## src/rtl/uart_tx_frame.sv

```systemverilog
// uart_tx_frame
// -------------
// Transmit serializer for the UART link. Runs at one bit per clock (the clock
// is already the baud rate). A byte offered with Data_Valid while idle is sent
// as: start bit (0), data LSB first, optional parity bit, one stop bit (1).
//
// Ports
//   CLK         transmit clock, one bit period per cycle, rising edge
//   RST         synchronous, active-high reset (aborts any frame in flight)
//   P_DATA      parallel payload, sampled only on the accept edge
//   Data_Valid  payload request, honoured only while IDLE
//   PAR_EN      1 = insert parity bit, sampled on the accept edge
//   PAR_TYP     0 = even, 1 = odd, sampled on the accept edge
//   TX_OUT      registered serial line, idles high
//   busy        registered, high for every cycle of a frame
//
// TX_OUT and busy are computed from the next state and registered on the same
// edge as the state, so the start bit appears in the cycle right after the
// accept edge with zero extra latency.

module uart_tx_frame #(
    parameter int DATA_WIDTH = 8
) (
    input  logic                  CLK,
    input  logic                  RST,
    input  logic [DATA_WIDTH-1:0] P_DATA,
    input  logic                  Data_Valid,
    input  logic                  PAR_EN,
    input  logic                  PAR_TYP,
    output logic                  TX_OUT,
    output logic                  busy
);

    localparam int CNT_W = (DATA_WIDTH > 1) ? $clog2(DATA_WIDTH) : 1;
    localparam logic [CNT_W-1:0] LAST_BIT = CNT_W'(DATA_WIDTH - 1);

    typedef enum logic [2:0] {
        IDLE,
        START,
        DATA,
        PARITY,
        STOP
    } state_t;

    state_t                state_reg,   state_next;
    logic [CNT_W-1:0]      cnt_reg,     cnt_next;
    logic [DATA_WIDTH-1:0] shift_reg,   shift_next;
    logic                  par_en_reg,  par_en_next;
    logic                  par_bit_reg, par_bit_next;
    logic                  tx_reg,      tx_next;
    logic                  busy_reg,    busy_next;

    always_ff @(posedge CLK) begin
        if (RST) begin
            state_reg   <= IDLE;
            cnt_reg     <= '0;
            shift_reg   <= '0;
            par_en_reg  <= 1'b0;
            par_bit_reg <= 1'b0;
            tx_reg      <= 1'b1;
            busy_reg    <= 1'b0;
        end else begin
            state_reg   <= state_next;
            cnt_reg     <= cnt_next;
            shift_reg   <= shift_next;
            par_en_reg  <= par_en_next;
            par_bit_reg <= par_bit_next;
            tx_reg      <= tx_next;
            busy_reg    <= busy_next;
        end
    end

    always_comb begin
        state_next   = state_reg;
        cnt_next     = cnt_reg;
        shift_next   = shift_reg;
        par_en_next  = par_en_reg;
        par_bit_next = par_bit_reg;
        tx_next      = 1'b1;
        busy_next    = 1'b1;

        case (state_reg)
            IDLE: begin
                busy_next = 1'b0;
                if (Data_Valid) begin
                    // Snapshot everything the frame needs; later input
                    // changes cannot reach this frame.
                    shift_next   = P_DATA;
                    par_en_next  = PAR_EN;
                    par_bit_next = (^P_DATA) ^ PAR_TYP;
                    state_next   = START;
                    tx_next      = 1'b0;
                    busy_next    = 1'b1;
                end
            end

            START: begin
                // The register drives TX_OUT one cycle after it is loaded,
                // so the bit leaving the shifter now is the next cycle's bit.
                state_next = DATA;
                cnt_next   = '0;
                tx_next    = shift_reg[0];
                shift_next = shift_reg >> 1;
            end

            DATA: begin
                if (cnt_reg == LAST_BIT) begin
                    if (par_en_reg) begin
                        state_next = PARITY;
                        tx_next    = par_bit_reg;
                    end else begin
                        state_next = STOP;
                        tx_next    = 1'b1;
                    end
                end else begin
                    cnt_next   = cnt_reg + 1'b1;
                    tx_next    = shift_reg[0];
                    shift_next = shift_reg >> 1;
                end
            end

            PARITY: begin
                state_next = STOP;
                tx_next    = 1'b1;
            end

            STOP: begin
                state_next = IDLE;
                tx_next    = 1'b1;
                busy_next  = 1'b0;
            end

            default: begin
                state_next = IDLE;
                tx_next    = 1'b1;
                busy_next  = 1'b0;
            end
        endcase
    end

    assign TX_OUT = tx_reg;
    assign busy   = busy_reg;

endmodule
```

## config.mk

```make
export PLATFORM = sky130hd
export DESIGN_NAME = uart_tx_frame
export DESIGN_NICKNAME = d
export VERILOG_FILES = /design/src/rtl/uart_tx_frame.sv
export SDC_FILE = /design/constraint.sdc
export NUM_CORES = 1
export LEC_CHECK = 0
export CORE_ASPECT_RATIO = 0.7
export CORE_MARGIN = 2
export CORE_UTILIZATION = 30
export CTS_CLUSTER_DIAMETER = 200
export DETAILED_ROUTE_END_ITERATION = 6
export GPL_TIMING_DRIVEN = 0
export PLACE_DENSITY = 0.61
export SYNTH_ARGS = -nofsm -noshare
export SYNTH_HDL_FRONTEND = slang
export SYNTH_SLANG_ARGS = --single-unit
```

## constraint.sdc

```tcl
create_clock -name CLK -period 3.6 [get_ports CLK]
set_clock_uncertainty 0.2 [all_clocks]
set_input_delay 1.08 -clock CLK [delete_from_list [all_inputs] [get_ports CLK]]
set_output_delay 1.08 -clock CLK [all_outputs]
set_load 0.03 [all_outputs]
```

==> results.sh, run 1 <==
export IMPL_drive_above_1_share_pct=7.143
export IMPL_post_cts_buffers=0
export IMPL_clk_insertion_delay_late_ns=0.25
export IMPL_final_cell_mix="dfxtp_1 (18), clkdlybuf4s50_1 (13), nor2_1 (11)"
export IMPL_synth_xor_area_share_pct=7.231
export IMPL_vias=760
export IMPL_grt_pass1_vias=704
export IMPL_grt_first_pass_wirelength_um=3153
export IMPL_row_count=16
export IMPL_synth_fa_ha_area_share_pct=2.729
export IMPL_cts_tree="built"
export IMPL_grt_max_degree=11
export IMPL_tns_ns=0
export IMPL_period_needed_ns=2.571
export IMPL_holdCritPathClass="reg -> reg"
export IMPL_switching_power_uw=129.1
export IMPL_worstSetupEndpointType="flop"
export IMPL_cts_clk_slew_worst_paths_ns=0.06
export IMPL_n_antenna_cell=0
export IMPL_layout_nets=129
export IMPL_fp_coreArea_um2=2863
export IMPL_synthSimpleGateAreaFrac_pct=19.92
export IMPL_synth_top_family_by_area="simple AND/OR/NAND/NOR gates"
export IMPL_largest_register_ffs=8
export IMPL_period_share_pct=71.40
export IMPL_first_pass_iters=4
export IMPL_rsz0062_at_grt="false"
export IMPL_layout_setup_ws_ns=1.029
export IMPL_fin_util_pct=39.60
export IMPL_clk_path_buf_depth=2
export IMPL_holdBufCountCts=0
export IMPL_fillers=294
export IMPL_antenna_found_initial=0
export IMPL_hold_violations=0
export IMPL_clock_sinks=18
export IMPL_die_area_um2=3522
export IMPL_cp_start_kind="input pin"
export IMPL_layout_commonest_cell="dfxtp_1"
export IMPL_p_per_area_nw_per_um2=421.9
export IMPL_cp_data_arrival_time_ns=2.55
export IMPL_p_leak_uw=0.0004189
export IMPL_cts_buffers=3
export IMPL_seq_power_share_pct=47.5
export IMPL_syn_area_um2=917.1
export IMPL_fmax_mhz=389.0
export IMPL_cp_max_fo=4
export IMPL_vdd_ir_drop_max_uv=100.8
export IMPL_track_usage_pct=11.80
export IMPL_globalplace_congestion=0.7374
export IMPL_overflow=0
export IMPL_viasPerCell=5.135
export IMPL_required_ns=3.58
export IMPL_synth_area_per_cell_um2=9.553
export IMPL_synthCells=96
export IMPL_switching_share_pct=26.98
export IMPL_combPwrFrac_pct=23.9
export IMPL_synth_cell_types=31
export IMPL_die_height_um=50.26
export IMPL_dp_slack_ns=0.7847
export IMPL_clockRootBuffer="clkbuf_8"
export IMPL_internal_power_uw=349.3
export IMPL_setup_viol=0
export IMPL_portBuffers=13
export IMPL_start_util_pct=32.04
export IMPL_outcome="finished, final reports clean"
export IMPL_synth_mux_area_share_pct=9.823
export IMPL_seq_area_frac_synth_pct=39.29
export IMPL_die_w_um=70.09
export IMPL_wl_per_cell_um=12.96
export IMPL_drc=0
export IMPL_setup_worst_path_class="in -> reg"
export IMPL_cap_violations=0
export IMPL_synth_seq_cells=18
export IMPL_worst_pin_slew_ns=0.6131
export IMPL_routed_wl_um=1918
export IMPL_holdWs_ns=0.2758
export IMPL_synth_compound_area_share_pct=17.19
export IMPL_maxSlewViolCount=0
export IMPL_hpwl_um=1475
export IMPL_drtIter0Drc=31
export IMPL_cts_repair_resized=0
export IMPL_h_tree_depth=1
export IMPL_ios=15
export IMPL_p_clk_share_pct=28.6
export IMPL_syn_to_final_growth_pct=23.60
export IMPL_yosysWarnings=0
export IMPL_max_slew_margin_pct=59.13
export IMPL_syn_num_nets=111
export IMPL_ant_nets=0
==> area by class of cell <==
type,count,area (um^2),share of cell area (%)
timing repair buffer,13,130.1,11.48
multi-input combinational,70,521.8,46.03
sequential,18,360.3,31.79
clock buffer,3,41.29,3.642
inverter,2,7.507,0.6623
buffer,6,27.53,2.428
tap,36,45.04,3.974
==> cells in the mapped netlist <==
cell      number  area (um^2)
dfxtp_1       18        360.4
nor2_1        11        41.29
mux2i_1        9        90.09
a211oi_1       8        60.06
nand2b_1       5        31.28
a21oi_1        4        20.02
clkbuf_1       4        15.01
nand2_1        3        11.26
nand3b_1       3        22.52
xnor2_1        3        26.28
a21oi_4        2        32.53
ha_1           2        25.02
inv_1          2        7.510
nand4_1        2        12.51
nor3_1         2        10.01
nor4b_1        2        17.52
xor2_1         2        17.52
a21oi_2        1        8.760
a31oi_1        1        6.260
buf_2          1        5.000
buf_4          1        7.510
nand3_1        1        5.000
nor2b_1        1        6.260
nor4_1         1        6.260
o211a_1        1        10.01
o211ai_1       1        7.510
o21ai_0        1        5.000
o21bai_1       1        7.510
or3b_1         1        8.760
or4b_1         1        10.01
xnor3_1        1        22.52
==> per-stage QoR <==
step           std cells  total power [uW]  instance area (um^2)
2_1_floorplan         96             310.7                 917.1
3_3_place_gp         145             343.5                  1092
3_5_place_dp         145             346.1                  1092
4_1_cts              148             482.5                  1134
5_1_grt              148             504.2                  1134
6_report             148             478.3                  1134
==> layer usage <==
metal	vias up	wire length, um	share of wire [%]	GRT usage [%]
met3	2	125	6.5	4.618
met4	0	28	1.5	4.808
met2	22	853	44	19.05
met1	359	910	47	14.15
met5	-	0	0	0
li1	377	-	-	-
==> power groups by stage <==
stage | logic [uW] | clock network (uW) | registers [uW]
floorplan | 77.1 | 0 | 234
global placement | 112 | 0 | 231
detailed placement | 114 | 0 | 232
CTS | 114 | 141 | 227
global route | 124 | 150 | 229
finish | 114 | 137 | 227
==> critical path: stages <==
cell	delay (ns)
clkdlybuf4s50_1	0.54
or4b_1	0.53
nor2_1	0.16
nand2_1	0.07
o211ai_1	0.15
==> cells by family (layout without fill, tap and decap cells) <==
family	count (synthesis)	count (layout)
AND/OR/NAND/NOR	33	33
AO/OA/AOI/OAI	20	20
flip-flops	18	18
multiplexers	9	9
buffers and inverters	8	24
XOR/XNOR	6	6
adder cells (fa/ha/maj)	2	2
==> worst paths after layout <==
path | cells after the start | slack, ns | start | endpoint
max reg2reg | 7 | 1.40 | cnt_reg[0]$_SDFFE_PP0P_ | shift_reg[5]$_SDFFE_PP0P_
min | 2 | 0.28 | shift_reg[0]$_SDFFE_PP0P_ | TX_OUT$_SDFF_PP1_
max | 5 | 1.03 | Data_Valid | par_bit_reg$_SDFFE_PP0P_
min reg2reg | 2 | 0.28 | shift_reg[0]$_SDFFE_PP0P_ | TX_OUT$_SDFF_PP1_
(Power assumes the default switching activity.)
==> run 2, diff against run 1 <==
==> constraint.sdc (replaced) <==
create_clock -name CLK -period 2.65 [get_ports CLK]
set_clock_uncertainty 0.2 [all_clocks]
set_input_delay 0.795 -clock CLK [delete_from_list [all_inputs] [get_ports CLK]]
set_output_delay 0.795 -clock CLK [all_outputs]
set_load 0.03 [all_outputs]
==> results of run 2 <==
Same layout as run 1 (identical final DEF). Status: finished, final reports clean.
Among the figures that moved: setup slack after placement 0.7847 ns -> 0.1197 ns; setup slack after layout 1.029 ns -> 0.3645 ns; register-to-register setup slack 1.40 ns -> 0.45 ns; total power 478.3 uW -> 649.8 uW; worst IR drop on VDD 100.8 uV -> 136.9 uV
